`src/rtl/nios_mem_arb_pkg.sv`:
```
// Shared widths, master indices and request bundle type for the on-chip RAM arbiter.
package nios_mem_arb_pkg;

  localparam int unsigned ARB_ADDR_W = 9;
  localparam int unsigned ARB_DATA_W = 32;
  localparam int unsigned BE_W       = ARB_DATA_W / 8;

  localparam logic M0 = 1'b0;
  localparam logic M1 = 1'b1;

  typedef struct packed {
    logic [ARB_ADDR_W-1:0] address;
    logic [BE_W-1:0]       byteenable;
    logic                  read;
    logic                  write;
    logic [ARB_DATA_W-1:0] writedata;
  } mem_req_t;

endpackage

```
`src/rtl/nios_mem_arb_rr2.sv`:
```
// Two-way round-robin grant with a registered last-granted index.
module nios_mem_arb_rr2 #(
  parameter logic InitGrantLast = 1'b1
) (
  input  logic       clk_i,
  input  logic       rst_ni,
  input  logic [1:0] req_i,
  output logic [1:0] grant_o
);

  logic last_q, last_d;

  always_comb begin
    grant_o = 2'b00;
    case (req_i)
      2'b01:   grant_o = 2'b01;
      2'b10:   grant_o = 2'b10;
      // On contention the master that was not served last wins.
      2'b11:   grant_o = last_q ? 2'b01 : 2'b10;
      default: grant_o = 2'b00;
    endcase
    last_d = last_q;
    if (|grant_o) last_d = grant_o[1];
  end

  always_ff @(posedge clk_i or negedge rst_ni) begin
    if (!rst_ni) last_q <= InitGrantLast;
    else         last_q <= last_d;
  end

endmodule

```
`src/rtl/nios_onchip_mem_arbiter.sv`:
```
// Two-master round-robin front end for the 512x32 single-port on-chip RAM.
module nios_onchip_mem_arbiter
  import nios_mem_arb_pkg::*;
#(
  parameter int unsigned ADDR_W          = ARB_ADDR_W,
  parameter int unsigned DATA_W          = ARB_DATA_W,
  parameter logic        INIT_GRANT_LAST = 1'b1
) (
  input  logic                clk,
  input  logic                reset_n,
  input  logic [ADDR_W-1:0]   m0_address,
  input  logic [DATA_W/8-1:0] m0_byteenable,
  input  logic                m0_read,
  input  logic                m0_write,
  input  logic [DATA_W-1:0]   m0_writedata,
  output logic                m0_waitrequest,
  output logic [DATA_W-1:0]   m0_readdata,
  output logic                m0_readdatavalid,
  input  logic [ADDR_W-1:0]   m1_address,
  input  logic [DATA_W/8-1:0] m1_byteenable,
  input  logic                m1_read,
  input  logic                m1_write,
  input  logic [DATA_W-1:0]   m1_writedata,
  output logic                m1_waitrequest,
  output logic [DATA_W-1:0]   m1_readdata,
  output logic                m1_readdatavalid,
  output logic [ADDR_W-1:0]   mem_address,
  output logic [DATA_W/8-1:0] mem_byteenable,
  output logic                mem_chipselect,
  output logic                mem_write,
  output logic [DATA_W-1:0]   mem_writedata,
  output logic                mem_clken,
  input  logic [DATA_W-1:0]   mem_readdata
);

  logic       req0, req1;
  logic [1:0] grant;
  logic       rd_accept;
  logic       rd_pend_q, rd_pend_d;
  logic       rd_id_q, rd_id_d;

  assign req0 = m0_read | m0_write;
  assign req1 = m1_read | m1_write;

  nios_mem_arb_rr2 #(
    .InitGrantLast (INIT_GRANT_LAST)
  ) u_rr2 (
    .clk_i   (clk),
    .rst_ni  (reset_n),
    .req_i   ({req1, req0}),
    .grant_o (grant)
  );

  assign m0_waitrequest = req0 & ~grant[M0];
  assign m1_waitrequest = req1 & ~grant[M1];

  // Idle cycles fall through to m0's fields; chipselect keeps the RAM quiet.
  always_comb begin
    mem_address    = grant[M1] ? m1_address    : m0_address;
    mem_byteenable = grant[M1] ? m1_byteenable : m0_byteenable;
    mem_writedata  = grant[M1] ? m1_writedata  : m0_writedata;
    mem_write      = (grant[M0] & m0_write) | (grant[M1] & m1_write);
    mem_chipselect = |grant;
  end

  assign mem_clken = 1'b1;

  // Read with write asserted together is handled as a write only.
  assign rd_accept = (grant[M0] & m0_read & ~m0_write) | (grant[M1] & m1_read & ~m1_write);

  always_comb begin
    rd_pend_d = rd_accept;
    rd_id_d   = rd_accept ? grant[M1] : rd_id_q;
  end

  always_ff @(posedge clk or negedge reset_n) begin
    if (!reset_n) begin
      rd_pend_q <= 1'b0;
      rd_id_q   <= M0;
    end else begin
      rd_pend_q <= rd_pend_d;
      rd_id_q   <= rd_id_d;
    end
  end

  assign m0_readdatavalid = rd_pend_q & (rd_id_q == M0);
  assign m1_readdatavalid = rd_pend_q & (rd_id_q == M1);
  assign m0_readdata      = mem_readdata;
  assign m1_readdata      = mem_readdata;

endmodule

```
`config.mk`:
```
export PLATFORM = sky130hd
export DESIGN_NAME = nios_onchip_mem_arbiter
export DESIGN_NICKNAME = d
export VERILOG_FILES = /design/src/rtl/nios_mem_arb_pkg.sv /design/src/rtl/nios_mem_arb_rr2.sv /design/src/rtl/nios_onchip_mem_arbiter.sv
export SDC_FILE = /design/constraint.sdc
export NUM_CORES = 1
export LEC_CHECK = 0
export CAP_MARGIN = 40
export CORE_MARGIN = 10
export CORE_UTILIZATION = 22
export CTS_CLUSTER_SIZE = 30
export DETAILED_ROUTE_END_ITERATION = 7
export PLACE_DENSITY = 0.83
export SYNTH_ARGS = -nofsm -noshare
export SYNTH_HDL_FRONTEND = slang
export SYNTH_HIERARCHICAL = 1
export SYNTH_SLANG_ARGS = --single-unit
```
`constraint.sdc`:
```
create_clock -name clk -period 1.81 [get_ports clk]
set_input_delay 0.181 -clock clk [delete_from_list [all_inputs] [get_ports clk]]
set_output_delay 0.181 -clock clk [all_outputs]
set_load 0.02 [all_outputs]
```
==> flow_summary.yaml <==
final_layout:
  layout_commonest_cell: "sky130_fd_sc_hd__clkdlybuf4s50_1"
  number_of_nets_at_the_end_of_the_flow: 368
  antenna_cells: 0
  commonest_cells_after_routing_fill_and_taps_aside: "sky130_fd_sc_hd__clkdlybuf4s50_1 (93), sky130_fd_sc_hd__buf_6 (52), sky130_fd_sc_hd__mux2_4 (45), sky130_fd_sc_hd__buf_4 (7), sky130_fd_sc_hd__buf_16 (6)"
  area.growth.synth_to_final_pct: 95.7
  drive_gt1_share_pct: 51.0
  layout.cells.non_filler: 316
drt:
  wl_met2_um: 3210
  avgViaCountPerCell: 4.05
  met3_length_um: 941
  routed-via-count: 1279
  route.final.wire_length_um: 6210
  drcViolationCount: 0
  drt_iter0_drc: 16
  avgRoutedWirePerCell_um: 19.7
  met1_wl_um: 2060
  final_antenna_net_count: 0
  drtPass1Iterations: 4
  route.top_layer_used: "met3"
grt:
  maximum_number_of_pins_on_one_net_before_global_route_repair: 8
  grt_first_pass_wirelength_um: 8650
  grt.overflow.total: 0
  grt_util_all_layers_pct: 10.9
  grt_antenna_before_repair: 0
  grt_pass1_vias: 1502
placement:
  place_inst: 299
  gp_congestion: 0.765
  io_buffer_count: 146
  place_hpwl_um: 4860
  place_ws_ns: -0.676
worst_setup_path:
  startpoint_type: "flop"
  required_time_of_the_critical_path_ns: 1.63
  data_arrival_time_of_the_critical_path_ns: 1.66
  cpMaxStageDelayCell: "sky130_fd_sc_hd__dfstp_2"
  path_depth: 6
  cp_top_family: "flip-flops"
  crit_chain: "a21boi_4 -> buf_6 -> buf_6 -> buf_16 -> mux2_4 -> buf_6"
  critPathMaxStageDelay_ns: 0.55
  path_buf_inv: 4
  rr_worst_depth: 7
  setup.worst_path.end_class: "output port"
  worst-setup-path-type: "flop to output port"
  crit_fanout: 5
  crit_path_frequent_cell: "sky130_fd_sc_hd__buf_6"
sta:
  max_freq_ghz: 0.543
  setup_total_negative_slack_ns: -0.471
  clock_skew_ns: 0.000817
  setup_viol_count_final: 19
  final_min_period_over_clock_period_pct: 102
  timing.final.crit_period_ns: 1.84
  unrepaired_setup_endpoints_after_global_routing: "true"
  final.setup.worst_slack_ns: -0.0332
  final_max_slew_viol_count: 0
  finalHoldViolations: 0
pwr:
  totalPowerFinal_mw: 1.72
  vdd_ir_drop_max_uv: 344
  p_per_cell_area_mw_per_mm2: 600
  leakagePower_nw: 1.33
synthesis:
  postSynthRegisterBits: 3
  synth.cell_area_mm2: 0.00147
  postSynthAreaPerCell_um2: 10.5
  ys_types: 24
  yosys-top-cells-area: "sky130_fd_sc_hd__mux2_4 (46%), sky130_fd_sc_hd__buf_4 (33%), sky130_fd_sc_hd__buf_12 (4.1%), sky130_fd_sc_hd__dfrtp_1 (3.4%), sky130_fd_sc_hd__dfstp_2 (1.8%)"
  synth-seq-area-share_pct: 5.21
  yosys.area.top_type_share_pct: 46.1
  synthesis.instances: 140
  synthesis.nets: 268
  yosys_warnings: 6
  post-synth-top-area-cell: "sky130_fd_sc_hd__mux2_4"
run_status:
  violated_checks: "negative setup slack"
  status: "finished, violations left"
floorplanning:
  die_area_mm2: 0.0103
  core.rowCount: 29
  fp.dieH_um: 102
  design.core.area_mm2: 0.00642
  die_x_um: 102
  ioPinCount: 244
  initial_utilization_pct: 22.8
cts:
  clock_tree.buffer_depth: 2
  clkLatencyLatePin_ns: 0.22
  cts.hold.buffers_added: 0
  cts_tree: "built"
  clkSlewWorstSetupHoldPaths_ns: 0.03
  cts_sinks: 3
  htree_levels: 1
  cts-buffers-inserted: 3
  clk_root_buffer_cell: "sky130_fd_sc_hd__clkbuf_8"
hold_path:
  hold_path_class: "input pin to asynchronous set/reset pin"
job:
  timing.max_cap.violations: 0
[synthesized netlist by cell type (all sizes together)]
| cell | count |
|---|---|
| nand3b | 1 |
| inv | 2 |
| a22o | 1 |
| conb | 1 |
| dfrtp | 2 |
| or2 | 3 |
| o21ai | 1 |
| and3b | 1 |
| nand2 | 1 |
| nor2b | 3 |
| a21boi | 2 |
| o221ai | 1 |
| and2 | 1 |
| nand2b | 1 |
| a21oi | 1 |
| nor2 | 1 |
| mux2 | 45 |
| dfstp | 1 |
| buf | 71 |
[worst reg2reg max path, cell delays in order, from the launching register on]
cell and delay [ns]:
sky130_fd_sc_hd__dfstp_2 0.55, sky130_fd_sc_hd__a21boi_4 0.07, sky130_fd_sc_hd__buf_6 0.12, sky130_fd_sc_hd__buf_6 0.13, sky130_fd_sc_hd__buf_16 0.13, sky130_fd_sc_hd__buf_4 0.13
sky130_fd_sc_hd__nand3b_1 0.10, sky130_fd_sc_hd__o221ai_1 0.12
[state kept, by name, summed over array words and instances, names as in the netlist]
name	count
rd_id_q	1
rd_pend_q	1
u_rr2/last_q	1
[area by class of cell]
type                    instances  area, um2
clock buffers                   4       45.0
multi-input cells              64        816
flip-flops and latches          3       76.3
inverters                       2       7.51
fillers                       626       3550
well taps                      77       96.3
repair buffers                166       1830
[what timing repair did]
action | 4_1_cts | 5_1_grt
setup endpoints to repair | 49 | 48
gates cloned | 6 | 0
hold endpoints to repair | 0 | 0
setup buffers | 9 | 0
gates resized for setup | 307 | 4
pin swaps | 2 | 2
[metrics by stage]
step	hold WS [ns]	cell area, um2	util, %
finish	0.154	2870	44.7
global route	0.156	2870	44.7
CTS	0.149	2880	44.9
detailed placement	0.362	2530	39.3
global placement	0.362	2530	39.3
floorplan	-0.115	1470	-
[worst paths after layout]
check / start / to / slack, ns
max: u_rr2/last_q / mem_writedata[10] / -0.03
min: reset_n / rd_id_q / 0.15
max reg2reg: u_rr2/last_q / rd_id_q / 0.32
min reg2reg: rd_id_q / rd_id_q / 0.61
max in group asynchronous: reset_n / u_rr2/last_q / 1.43
min in group clk: m0_read / rd_pend_q / 0.26
[kinds of logic (layout without fill, tap and decap cells)]
logic type / count (synthesis) / count (layout) / synth area share (%)
buffers and inverters: 73 / 172 / 40.5
flip-flops: 3 / 3 / 5.21
multiplexers: 45 / 45 / 46.1
AND/OR/NAND/NOR: 12 / 12 / 5.04
other: 1 / 1 / 0.256
AO/OA/AOI/OAI: 6 / 6 / 2.90
[per-layer routing]
layer | vias up | GRT usage, %
li1 | 602 | -
met1 | 566 | 11.1
met2 | 111 | 19.7
met3 | 0 | 5.79
met4 | 0 | 1.54
met5 | - | 0
[power by group]
part	switching, mW	internal, mW
Combinational	0.542	0.890
Sequential	0.0101	0.0842
Clock	0.0443	0.150
(Power assumes the default switching activity.)
